===== src/rtl/pulse_handshake_rx.sv =====
// pulse_handshake_rx: clk1-side responder of a 4-phase req/ack handshake.
// Synchronises req_async, captures data_async into a one-entry valid/ready
// output register and returns ack as a registered level. Backpressure on the
// output delays ack, so a word is never overwritten before it is consumed.
// Optional feature: define PULSE_HS_RX_PARITY_EN to add even-parity checking
// (data_par_async in, rx_par_err out, registered alongside rx_data).
// SYNC_STAGES must lie in 2..4.
// nrst asserts asynchronously; its release is expected to be synchronous to clk1.

module pulse_handshake_rx #(
  parameter int unsigned DW          = 8,
  parameter int unsigned SYNC_STAGES = 2
) (
  input  logic          clk1,
  input  logic          nrst,
  input  logic          req_async,
  input  logic [DW-1:0] data_async,
`ifdef PULSE_HS_RX_PARITY_EN
  input  logic          data_par_async,
  output logic          rx_par_err,
`endif
  output logic          ack,
  output logic          rx_valid,
  output logic [DW-1:0] rx_data,
  input  logic          rx_ready,
  output logic          busy
);

  typedef enum logic [1:0] {
    StIdle  = 2'd0,
    StHold  = 2'd1,
    StAcked = 2'd2
  } state_e;

  state_e                 state_q, state_d;
  logic [SYNC_STAGES-1:0] sync_q;
  logic                   req_s;
  logic                   ack_q, ack_d;
  logic                   rx_valid_q, rx_valid_d;
  logic [DW-1:0]          rx_data_q, rx_data_d;
  logic                   slot_free;
  logic                   capture;

  assign req_s     = sync_q[SYNC_STAGES-1];
  // A slot drained in this very cycle is free for the next word.
  assign slot_free = !rx_valid_q || rx_ready;

  // Multi-flop synchroniser on the request level.
  always_ff @(posedge clk1 or negedge nrst) begin
    if (!nrst) begin
      sync_q <= '0;
    end else begin
      sync_q <= {sync_q[SYNC_STAGES-2:0], req_async};
    end
  end

  // Handshake FSM next-state, ack level and capture strobe.
  always_comb begin
    state_d = state_q;
    ack_d   = ack_q;
    capture = 1'b0;
    unique case (state_q)
      StIdle: begin
        if (req_s) begin
          if (slot_free) begin
            capture = 1'b1;
            ack_d   = 1'b1;
            state_d = StAcked;
          end else begin
            state_d = StHold;
          end
        end
      end
      StHold: begin
        // Request withdrawn before we could take it: abandon without capture.
        if (!req_s) begin
          state_d = StIdle;
        end else if (slot_free) begin
          capture = 1'b1;
          ack_d   = 1'b1;
          state_d = StAcked;
        end
      end
      StAcked: begin
        if (!req_s) begin
          ack_d   = 1'b0;
          state_d = StIdle;
        end
      end
      default: begin
        ack_d   = 1'b0;
        state_d = StIdle;
      end
    endcase
  end

  // Output register next-state: capture wins over a same-cycle drain.
  always_comb begin
    rx_valid_d = rx_valid_q;
    rx_data_d  = rx_data_q;
    if (capture) begin
      rx_valid_d = 1'b1;
      rx_data_d  = data_async;
    end else if (rx_valid_q && rx_ready) begin
      rx_valid_d = 1'b0;
    end
  end

  // State, ack and output word registers.
  always_ff @(posedge clk1 or negedge nrst) begin
    if (!nrst) begin
      state_q    <= StIdle;
      ack_q      <= 1'b0;
      rx_valid_q <= 1'b0;
      rx_data_q  <= '0;
    end else begin
      state_q    <= state_d;
      ack_q      <= ack_d;
      rx_valid_q <= rx_valid_d;
      rx_data_q  <= rx_data_d;
    end
  end

`ifdef PULSE_HS_RX_PARITY_EN
  logic par_err_q;

  // Parity error flag travels with the captured word.
  always_ff @(posedge clk1 or negedge nrst) begin
    if (!nrst) begin
      par_err_q <= 1'b0;
    end else if (capture) begin
      par_err_q <= ^{data_async, data_par_async};
    end
  end

  assign rx_par_err = par_err_q;
`endif

  assign ack      = ack_q;
  assign rx_valid = rx_valid_q;
  assign rx_data  = rx_data_q;
  assign busy     = (state_q != StIdle);

endmodule


===== config.mk =====
export PLATFORM = sky130hd
export DESIGN_NAME = pulse_handshake_rx
export DESIGN_NICKNAME = d
export VERILOG_FILES = /design/src/rtl/pulse_handshake_rx.sv
export SDC_FILE = /design/constraint.sdc
export NUM_CORES = 1
export LEC_CHECK = 0
export CORE_MARGIN = 2
export CORE_UTILIZATION = 43
export CTS_BUF_LIST = sky130_fd_sc_hd__clkbuf_4 sky130_fd_sc_hd__clkbuf_8
export DETAILED_ROUTE_END_ITERATION = 8
export GPL_ROUTABILITY_DRIVEN = 0
export GPL_TIMING_DRIVEN = 0
export PLACE_DENSITY = 0.85
export SLEW_MARGIN = 15
export SYNTH_ARGS = -nofsm -noshare
export SYNTH_HDL_FRONTEND = slang
export SYNTH_SLANG_ARGS = --single-unit

===== constraint.sdc =====
create_clock -name clk1 -period 1.5 [get_ports clk1]
set_input_delay 0.3 -clock clk1 [delete_from_list [all_inputs] [get_ports clk1]]
set_output_delay 0.3 -clock clk1 [all_outputs]
set_load 0.03 [all_outputs]

==> out/results.txt <==
R2R Path Start -> state_q[1]
Sw frac -> 31.0%
Area Growth Syn to Fin -> 46.0%
Crit path capture type -> primary output
Max Clock Skew -> 0.0102 ns
Worst setup path class -> register to primary output
Initial Util -> 45.5%
Fin. max-slew vios -> 0
CP max stage delay -> 0.42 ns
Hold Crit Start -> sync_q[0]
Num Clock Sinks -> 14
Status -> finished, final reports clean
Hold endpoint -> sync_q[1]
Maximum clock insertion buffer count -> 2
Internal -> 0.751 mW
Synth Area per Inst -> 17.0 sq um
DR vias/cell -> 4.83
CP bufs+invs -> 1
First-pass GRT wire length -> 1570 microns
Largest net degree at the start of global routing -> 15
TritonCTS clock tree -> built
Routed wire length -> 1070 microns
Initial antenna violation count -> 0
Net count, final -> 74
CTS Buf Count -> 3
Final Hold Vio Count -> 0
Max_slew headroom -> 60.3%
Worst-Skew Late Latency -> 0.28 ns
Full die area -> 1650 sq um
Synthesis-stage register bit count -> 14
Sequential power share -> 43.7%
Main flop type after synthesis -> dfrtp_1
Peak VDD IR -> 0.000837 V
Total Routing Usage GR -> 15.8%
Worst Hold Depth -> 0
Period utilization -> 97.1%
Crit-path max FO -> 4
NetSw -> 0.337 mW
Initial DRT Pass Iterations -> 1
Startpoint Class -> register
Critical-path top delay cell -> dfrtp_1
Setup WS pre-CTS -> -0.130 ns
Highest clock rate -> 687 MHz
Crit path DAT -> 1.16 ns
Number of DRC markers in iteration 0 -> 0
Worst-path clk slew -> 0.09 ns
Final setup vio count -> 0
Clock root buffer master -> clkbuf_4
Net Count, Synth -> 46
Sequential element share of the synthesized area -> 60.7%
Most common cell in the synthesized netlist -> dfrtp_1
Core ar. -> 1270 sq um
CP cell instances -> or2_2 -> buf_2
Mapped cell area -> 577 sq um
Layout cell share with drive strength beyond 1 -> 31.1%
Worst r2r path cells -> 5
Cell count after synthesis -> 34
H-tree Lvls -> 1
R2r setup slk -> 0.10 ns
Worst-Margin Slew -> 0.594 ns
IO buf count -> 22
Residual DRC -> 0
Clk pwr share -> 24.5%
Comb pwr share -> 31.9%
MaxCap Viol Count -> 0
# IOs -> 23
Hold_ws -> 0.384 ns
Fin crit period -> 1.46 ns
Vias in the first global route -> 357
Worst path required time -> 1.20 ns
Ys Warns -> 0
Static Leak -> 0.407 nW
Area leader, netlist -> dfrtp_1
# diodes -> 0
Cell family with most CP delay -> flip-flops
Cts hold-fix bufs -> 0
# fillers -> 106
Row count -> 13
Gr ovfl total -> 0
Setup WS post-layout -> 0.0438 ns
Top cell type's share of synthesized area -> 60.7%
Area contributors post-synth -> dfrtp_1 61%, mux2_4 21%, nand2b_4 4.8%, buf_12 3.5%, nor2b_4 2.4%
Total number of vias -> 367
DRT antenna net count -> 0
Synth cell count leaders -> 14 x dfrtp_1, 8 x mux2_4, 2 x nand2_1, 2 x nand2b_4
R2R Path End -> rx_data[1]
Ys async rst share -> 100%
Synth cell types -> 12
EDFF count, synth -> 0
PD cells -> 1290 nW/um^2
Hold Path Class -> register to register
Die Span Y -> 40.6 microns
Die width -> 40.6 microns
Routed WL per cell -> 14.1 microns
## worst reg2reg max path, stage by stage, from the launching register on
cell,delay [ns]
dfrtp_1,0.42
buf_4,0.15
nand2b_4,0.15
nor2b_4,0.13
buf_12,0.14
mux2_4,0.30
## state kept, by name, summed over array words and instances, names as in the netlist
name / cells
ack: 1
rx_data: 8
rx_valid: 1
state_q: 2
sync_q: 2
## metrics by stage
step	setup TNS [ns]	cell area [sq um]	instances	power [mW]	util, %
5_1_grt	-0.00518	842	76	1.15	66.4
3_5_place_dp	-1.05	816	71	0.867	64.3
6_report	0	842	76	1.09	66.4
3_3_place_gp	-1.01	816	71	0.861	64.3
2_1_floorplan	0	577	34	0.703	-
4_1_cts	-0.0795	841	75	1.10	66.3
## area by class of cell
class                   count  area [sq um]  share of cell area, %
flip-flops and latches     14           350                   41.6
repair buffers             23           210                   25.0
multi-input cells          19           206                   24.5
clock buffers               4          36.3                   4.31
plain buffers               1          20.0                   2.38
well taps                  15          18.8                   2.23
## metal layers
layer	GRT usage, %	vias to the layer above	wire length, microns
li1	-	168	-
met1	18.2	180	413
met2	23.8	17	561
met3	10.3	2	88
met4	5.00	0	8
met5	0	-	0
## worst max-delay path by stage
stage / start / to / slack [ns] / cells past startpoint
after floorplan: rx_valid / rx_data[0] / 0.17 / 4
after global placement: rx_ready / rx_data[1] / -0.12 / 5
after detailed placement: rx_ready / rx_data[4] / -0.13 / 5
after CTS: state_q[1] / busy / -0.08 / 2
after global routing: state_q[1] / busy / -0.005 / 2
final: state_q[1] / busy / 0.04 / 2
## power groups by stage
stage	Sequential (mW)	Combinational [mW]	Clock [mW]
2_1_floorplan	0.585	0.117	0
3_3_place_gp	0.481	0.381	0
3_5_place_dp	0.480	0.386	0
4_1_cts	0.475	0.349	0.277
5_1_grt	0.482	0.366	0.298
6_report	0.475	0.347	0.266
## what timing repair did
item | in CTS | in global routing
resized for setup | 13 | 2
setup endpoints to repair | 11 | 1
buffers inserted | 0 | 1
## cells in the final DEF (no fill, tap or decap), drive strengths merged
cell type	instances
dlygate4sd2	10
clkdlybuf4s50	11
nor2	1
nor2b	1
o211a	1
or2	1
nand2b	2
buf	3
dfrtp	14
clkbuf	4
a21oi	1
o21ai	1
mux2	8
nand2	2
nand3b	1
## cells by family (layout without fill, tap and decap cells)
logic type | after synthesis | count (layout) | share of synthesized area [%]
multiplexers | 8 | 8 | 20.8
AND/OR/NAND/NOR | 8 | 8 | 11.5
flip-flops | 14 | 14 | 60.7
AO/OA/AOI/OAI | 3 | 3 | 3.47
buffers and inverters | 1 | 28 | 3.47
Note: power is estimated with default switching activity, not from simulation.
==> patch, RTL diff (config.mk and constraints unchanged) <==
Change the parameter `DW` from 8 to 7.
--- a/src/rtl/pulse_handshake_rx.sv
+++ b/src/rtl/pulse_handshake_rx.sv
@@ -9,5 +9,5 @@
 
 module pulse_handshake_rx #(
-  parameter int unsigned DW          = 8,
+  parameter int unsigned DW          = 7,
   parameter int unsigned SYNC_STAGES = 2
 ) (
Ports: changed (resized data_async and rx_data); port bits go from 23 to 21. The function was not compared with the original's and may differ.
==> patch against the unedited design <==
  * Setup slack improved by 0.035 ns
  * Total power decreased by 12%
  * Wire length decreased by 22%
  * Sequential cell count decreased by 1
  * Sequential power decreased by 8.6%
  * Utilization increased by 1.4 points
  * Non-clock buffer count decreased by 3
  * Final area decreased by 9.4%
  * Area after synthesis decreased by 7.8%
  * Critical path type unchanged
  * Largest power group unchanged
==> patch: results (changes against the unedited design) <==
- Met1 wire length: 387 µm (-6.3%)
- Post-synth top cells: dfrtp_1, mux2_4, nand2_1, nand2b_4
- # nets final: 68 (-8.1%)
- Non-Filler Instances: 70 (-7.9%)
- Worst Path Arrival: 1.12 ns (-0.04 ns)
- Pre-CTS WS: -0.128 ns (+0.00248 ns)
- H-tree Lvls: 1 (unchanged)
- Clk Latency, worst-skew pair: 0.26 ns (-0.02 ns)
- FFs w/ async S/R, synth: 100% (unchanged)
- Cells after Synth: 32 (-5.9%)
- Uppermost layer routed: met3
- Register area share after synthesis: 61.2% (+0.44 points)
- Post-synth net total: 43 (-6.5%)
- Diode count: 0 (unchanged)
- Global-route wire length before repair: 1350 µm (-14%)
- PortBufs: 20 (-9.1%)
- Drt via density: 4.77 (-1.2%)
- Met3 Usage GRT: 3.47% (-6.9 points)
- VDD IR max: 0.000556 V (-34%)
- Num CTS Buffers: 3 (unchanged)
- Net Sw Frac: 30.3% (-0.70 points)
- Actual slew at the worst max-slew pin: 0.565 ns (-0.0290 ns)
- Leak: 0.000370 µW (-9.1%)
- Initial antenna violation count: 0 (unchanged)
- Pre-antenna DRT Iters: 2 (+1)
- Setup Buffers After CTS: 0 (unchanged)
- Placed insts: 66 (-7.0%)
- Worst clock skew: 0.000700 ns (-0.00953 ns)
- Final Routed Wirelength: 838 µm (-22%)
- 1st-iter DRT viols: 2 (+2)
- Hold Path Class: flip-flop to flip-flop
- Layout cells sized above 1: 30.4% (-0.79 points)
- Synth unique cells: 12 (unchanged)
- Met3 wire length: 50 µm (-43%)
- Largest net degree at the start of global routing: 14 (-1)
- Max reg flops: 7 (-1)
- Critical path fanouts, max: 5 (+1)
- GRT met1 Usage: 17.3% (-0.90 points)
- M2 GR Usage: 21.3% (-2.6 points)
- DP Area: 749 µm² (-8.1%)
- Post-cts sizing count: 12 (-1)
- Number of global-route vias before repair: 334 (-6.4%)
- Clk slew on worst S/H paths: 0.07 ns (-0.02 ns)
- All-Layer GR Usage: 13.4% (-2.4 points)
- Status: completed
- Metal2 WL: 400 µm (-29%)
- Fillers: 95 (-10%)
- Synthesis Warnings: 0 (unchanged)
- Dominant cells by area after synthesis: dfrtp_1, mux2_4, nand2b_4, buf_8, nor2b_4
-- patch: cell count changes after synthesis --
cell,unedited run,this run
buf_12,1,0
dfrtp_1,14,13
mux2_4,8,7
buf_8,0,1
-- patch: cell families after synthesis --
kind of cell	count (synthesis)	share of synthesized area [%]
DFF	13	61.2
muxes	7	19.8
and+or+nand+nor	8	12.5
AOI/OAI and AO/OA	3	3.76
buffers and inverters	1	2.82
-- patch: layout make-up --
class,instances,area [µm²],share of cell area [%]
clock buffer,4,30.0,3.93
tap,14,17.5,2.30
multi-input combinational,18,191,25.1
sequential,13,325,42.6
timing repair buffer,20,184,24.1
buffer,1,15.0,1.97
-- patch: worst paths after layout --
kind / cells past startpoint / slack (ns) / start / to
min in group asynchronous: 1 / 0.40 / nrst / rx_data[4]
max in group asynchronous: 1 / 0.73 / nrst / rx_valid
setup / recovery: 2 / 0.08 / state_q[1] / busy
hold / removal: 0 / 0.36 / sync_q[0] / sync_q[1]
hold reg to reg: 0 / 0.36 / sync_q[0] / sync_q[1]
setup reg to reg: 4 / 0.25 / state_q[1] / rx_data[3]
-- patch: power by group through the flow --
stage | Clock [µW] | Sequential (µW) | Combinational (µW)
after detailed placement | 0 | 442 | 347
final | 220 | 434 | 308
after CTS | 228 | 435 | 314
after floorplan | 0 | 538 | 105
after global routing | 244 | 444 | 325
after global placement | 0 | 442 | 343
-- patch: critical path, cell delays in order (launching register included) --
cell and delay [ns]:
dfrtp_1 0.41, or2_2 0.27, buf_2 0.18
-- patch: per-stage QoR --
step                utilization (%)  total power (µW)
floorplan                         -               643
global placement               66.6               785
detailed placement             66.6               789
CTS                            68.3               977
global route                   67.8              1010
finish                         67.8               962
